File: config.mk
export PLATFORM = sky130hd
export DESIGN_NAME = mbgd_theta_update
export DESIGN_NICKNAME = d
export VERILOG_FILES = /design/src/rtl/mbgd_theta_update.sv
export SDC_FILE = /design/constraint.sdc
export NUM_CORES = 2
export LEC_CHECK = 0
export CAP_MARGIN = 15
export CORE_ASPECT_RATIO = 1.1
export CORE_MARGIN = 4
export CORE_UTILIZATION = 34
export DETAILED_ROUTE_END_ITERATION = 10
export PLACE_DENSITY = 0.57
export REMOVE_ABC_BUFFERS = 1
export SYNTH_ARGS = -nofsm -noshare
export SYNTH_HDL_FRONTEND = slang
export SYNTH_SLANG_ARGS = --single-unit
File: constraint.sdc
create_clock -name clk -period 3.14 [get_ports clk]
set_input_delay 0.628 -clock clk [delete_from_list [all_inputs] [get_ports clk]]
set_output_delay 0.628 -clock clk [all_outputs]
set_load 0.03 [all_outputs]
File: src/rtl/mbgd_theta_update.sv
// Mini-batch gradient-descent parameter update.
// Accumulates err*x per feature over a mini-batch. At the end of the batch it
// spends one UPDATE cycle on the scaled step, then subtracts it from teta with
// saturation to the signed element range.
module mbgd_theta_update #(
  parameter int DW        = 8,
  parameter int N         = 8,
  parameter int BATCH_bit = 3,
  parameter int LR_SHIFT  = 4
) (
  input  logic            clk,
  input  logic            resetn,
  input  logic            enable,
  input  logic            load_teta,
  input  logic [N*DW-1:0] teta_in,
  input  logic            s_valid,
  output logic            s_ready,
  input  logic [N*DW-1:0] x,
  input  logic [DW-1:0]   h,
  input  logic            y,
  output logic [N*DW-1:0] teta,
  output logic            upd_valid
);

  // Accumulator holds BATCH products of (DW+1)-bit signed err by DW-bit unsigned x.
  localparam int AW = 2*DW + 1 + BATCH_bit;
  // Combined shift: Q0.DW hypothesis scale, batch average, learning rate.
  localparam int SH = DW + BATCH_bit + LR_SHIFT;

  localparam logic [0:0] ACCUM  = 1'b0;
  localparam logic [0:0] UPDATE = 1'b1;

  localparam logic signed [AW:0]        TETA_MAX = (AW+1)'((2**(DW-1)) - 1);
  localparam logic signed [AW:0]        TETA_MIN = (AW+1)'(-(2**(DW-1)));
  localparam logic [BATCH_bit-1:0]      CNT_LAST = '1;

  logic [0:0]            state_r;
  logic [BATCH_bit-1:0]  cnt_r;
  logic signed [AW-1:0]  acc_r [N];
  logic [N*DW-1:0]       teta_r;
  logic                  upd_valid_r;

  logic signed [DW:0]    err_s;
  logic signed [AW-1:0]  prod_s [N];
  logic signed [AW:0]    diff_s [N];
  logic [N*DW-1:0]       teta_new_s;
  logic                  accept_s;

  assign s_ready   = (state_r == ACCUM) && enable && !load_teta;
  assign accept_s  = s_ready && s_valid;
  assign teta      = teta_r;
  // The pulse is suppressed while the block is frozen.
  assign upd_valid = upd_valid_r && enable;

  // Error term and per-feature error*feature products for the current sample
  always_comb begin
    err_s = $signed({1'b0, h}) - (y ? $signed({1'b0, {DW{1'b1}}}) : $signed({(DW+1){1'b0}}));
    for (int i = 0; i < N; i++) begin
      prod_s[i] = AW'(err_s) * AW'($signed({1'b0, x[i*DW +: DW]}));
    end
  end

  // Scaled step (floor shift) subtracted from teta, saturated per element
  always_comb begin
    teta_new_s = teta_r;
    for (int i = 0; i < N; i++) begin
      diff_s[i] = (AW+1)'($signed(teta_r[i*DW +: DW])) - (AW+1)'(acc_r[i] >>> SH);
      if (diff_s[i] > TETA_MAX) begin
        teta_new_s[i*DW +: DW] = TETA_MAX[DW-1:0];
      end else if (diff_s[i] < TETA_MIN) begin
        teta_new_s[i*DW +: DW] = TETA_MIN[DW-1:0];
      end else begin
        teta_new_s[i*DW +: DW] = diff_s[i][DW-1:0];
      end
    end
  end

  // FSM, sample counter, accumulators, parameters and update pulse
  always_ff @(posedge clk or negedge resetn) begin
    if (!resetn) begin
      state_r     <= ACCUM;
      cnt_r       <= '0;
      teta_r      <= '0;
      upd_valid_r <= 1'b0;
      for (int i = 0; i < N; i++) begin
        acc_r[i] <= '0;
      end
    end else if (enable) begin
      upd_valid_r <= 1'b0;
      if (load_teta) begin
        teta_r  <= teta_in;
        cnt_r   <= '0;
        state_r <= ACCUM;
        for (int i = 0; i < N; i++) begin
          acc_r[i] <= '0;
        end
      end else begin
        case (state_r)
          ACCUM: begin
            if (accept_s) begin
              for (int i = 0; i < N; i++) begin
                acc_r[i] <= acc_r[i] + prod_s[i];
              end
              cnt_r <= cnt_r + BATCH_bit'(1);
              if (cnt_r == CNT_LAST) begin
                state_r <= UPDATE;
              end else begin
                state_r <= ACCUM;
              end
            end else begin
              state_r <= ACCUM;
            end
          end
          UPDATE: begin
            teta_r      <= teta_new_s;
            cnt_r       <= '0;
            upd_valid_r <= 1'b1;
            state_r     <= ACCUM;
            for (int i = 0; i < N; i++) begin
              acc_r[i] <= '0;
            end
          end
          default: begin
            state_r <= ACCUM;
          end
        endcase
      end
    end else begin
      upd_valid_r <= 1'b0;
    end
  end

endmodule
==> impl_metrics.toml <==
[floorplanning]
initial_utilization_pct = 34.2
io_pins = 208
core_um2 = 123000
die_area_um2 = 129000
fp-row-count = 135
fp.dieW_um = 343
die_y_um = 377

[layout]
nNetsFinal = 6998
instances_no_fill = 7449
seq_area_um2 = 5730
area_growth_pct = 37.0
multi_input_area_um2 = 34900
drive_above_1_share_pct = 25.9
n_fill_cell = 11700

[critical_path]
cpMaxStageDelayCell = "fa_4"
path_class = "in -> reg"
worstPathMaxFanout = 7
arrival_ns = 7.27
path_common_cell = "fa_1"
endpoint_kind = "flip-flop"
crit_path_max_incr_delay_ns = 0.53
required_ns = 3.62
cp-start-kind = "primary input"

[routing]
met1_length_um = 58000
wl_met3_um = 5180
dr.max_layer_used = "met5"
detail_route.wl_per_cell_um = 17.3
wl_um = 129000
vias = 36600
firstDrtPassIters = 7
wl_met2_um = 62600
postRouteAntennaNets = 0
drt-initial-drc-count = 1633
drc = 0
vias_per_cell = 4.91

[sta]
slew_headroom_pct = 43.3
tightestPinTransition_ns = 0.851
setup_ws_ns = -3.65
hold_viol_final = 0
setup_violations = 144
finalCriticalPeriod_ns = 6.79
final_max_slew_viol_count = 0
period_share_pct = 216
grt_setup_unrepaired = "true"
fin_skew_ns = 0.0226
max_freq_mhz = 147

[clock_network]
cts_inserted_buffers = 38
clkTransAtPathRegs_ns = 0.06
cts_tree = "yes"
cts_root_buf = "clkbuf_16"
insertion_delay_ns = 0.61
clock_path_buffers = 3
clkSinkCount = 229
h-tree-depth = 2

[logic_synthesis]
synth_edf_count = 0
post_synth.cell_area_avg_um2 = 8.69
syn-instance-count = 4835
ys.flop_type = "dfrtp_1"
synth_cell_types = 73
syn_area_um2 = 42000
async_flop_share_pct = 100
ys.warnings.count = 0
seq_area_frac_synth_pct = 13.6
synth-seq-cells = 229

[placed_design]
dp.cells = 7272
io_buffer_count = 207
gp_congestion = 0.865
place_hpwl_um = 100000

[worst_hold_path]
min_path_type = "reg -> reg"

[grt]
grt_start_max_net_pins = 78
grt_overflow = 0
grt_antenna_before_repair = 13
grt.total_usage_pct = 20.2
grt_pass1_wl_um = 208000
grt_pass1_vias = 38900

[flow_run]
cap_violations = 0

[outcome]
violations = "setup timing"
outcome = "complete, but fails checks"
-- logic make-up after synthesis --
group	after synthesis	synth area share, %
XOR/XNOR	229	4.77
buffers and inverters	1236	11.1
adder cells (fa/ha/maj)	1084	42.2
AO/OA/AOI/OAI	946	14.3
flip-flops	229	13.6
AND/OR/NAND/NOR	1092	13.6
multiplexers	19	0.482
-- timing repair --
item,4_1_cts,5_1_grt
endpoints found under the setup margin,152,158
gates resized for setup,613,176
setup buffers,91,17
hold endpoints to repair,2,0
hold buffers,1,0
pin swaps,345,141
gates cloned,6,0
-- per-layer routing --
metal	vias up	global-route usage, %
met3	186	2.73
met4	10	4.73
li1	17500	-
met5	-	0
met2	618	34.9
met1	18200	26.7
-- final timing paths --
path | startpoint | end | slack (ns) | cells after the start
min reg2reg | cnt_r[0] | cnt_r[0] | 0.48 | 1
min | cnt_r[0] | cnt_r[0] | 0.48 | 1
min in group asynchronous | resetn | teta[59] | 0.58 | 2
max | y | acc_r[118] | -3.65 | 32
max reg2reg | teta[40] | teta[40] | 0.03 | 13
max in group asynchronous | resetn | teta[42] | 1.60 | 3
-- worst max-delay path: cells and delay by family --
kind	cells	cell delay, ns
AO/OA/AOI/OAI	10	1.84
adder cells (fa/ha/maj)	7	3.28
buffers and inverters	9	0.74
AND/OR/NAND/NOR	6	0.77
-- state kept, by name, indices dropped and copies added (netlist names) --
| register | flops |
|---|---|
| upd_valid_r | 1 |
| acc_r | 160 |
| teta | 64 |
| state_r | 1 |
| cnt_r | 3 |
-- placed cells by master (no fill, tap or decap), types with 68 or more instances in the layout --
| master | count |
|---|---|
| inv_1 | 989 |
| buf_4 | 744 |
| fa_1 | 514 |
| ha_1 | 432 |
| nand2_1 | 291 |
| dfrtp_1 | 229 |
| clkdlybuf4s50_1 | 197 |
| o21ai_0 | 173 |
| a21oi_1 | 171 |
| and2_1 | 170 |
| nor2b_1 | 121 |
| xnor2_1 | 114 |
| ha_4 | 93 |
| o22ai_1 | 90 |
| xor2_1 | 80 |
| and3_1 | 78 |
| nor2_1 | 76 |
| a21o_1 | 69 |
| buf_6 | 69 |
| nand2b_1 | 68 |
-- Yosys cell counts, drive strengths merged (16+ instances only) --
cell	instances	share of area (%)
a211oi	18	0.32
a21boi	16	0.29
a21o	69	1.2
a21oi	231	2.8
a22o	21	0.44
a31oi	46	0.68
and2	178	2.7
and3	105	1.6
buf	16	0.15
clkbuf	162	1.4
dfrtp	229	14
fa	553	26
ha	531	16
inv	1058	9.5
nand2	329	2.9
nand2b	68	1.0
nand3	52	0.62
nor2	102	0.91
nor2b	127	1.9
nor3	47	0.56
o211ai	30	0.54
o21a	27	0.48
o21ai	232	2.8
o21bai	45	0.80
o22ai	93	1.4
o311ai	17	0.35
or3	31	0.46
xnor2	139	2.9
xor2	90	1.9
-- area by class of cell --
class,instances,area share [%]
inverters,1058,6.95
flip-flops and latches,229,9.96
diodes,5,0.0217
repair buffers,1075,16.6
multi-input cells,3370,60.6
well taps,1644,3.57
clock buffers,52,1.86
clock inverters,16,0.406
-- metrics by stage --
| stage | setup WS [ns] | instance area (µm²) | setup TNS, ns | util, % | hold WS, ns |
|---|---|---|---|---|---|
| after global placement | -5.17 | 51700 | -607.65 | 42.1 | 0.461 |
| after global routing | -3.82 | 57600 | -430.48 | 46.8 | 0.513 |
| final | -3.65 | 57600 | -400.72 | 46.8 | 0.479 |
| after CTS | -3.53 | 56500 | -389.63 | 46.0 | 0.478 |
| after detailed placement | -5.20 | 51700 | -617.03 | 42.1 | 0.470 |
| after floorplan | -6.16 | 41300 | -738.68 | - | 0.332 |
Power is left out: the tool's default activity adds up to more than one toggle a clock period on the data nets, which glitch-free logic cannot reach.
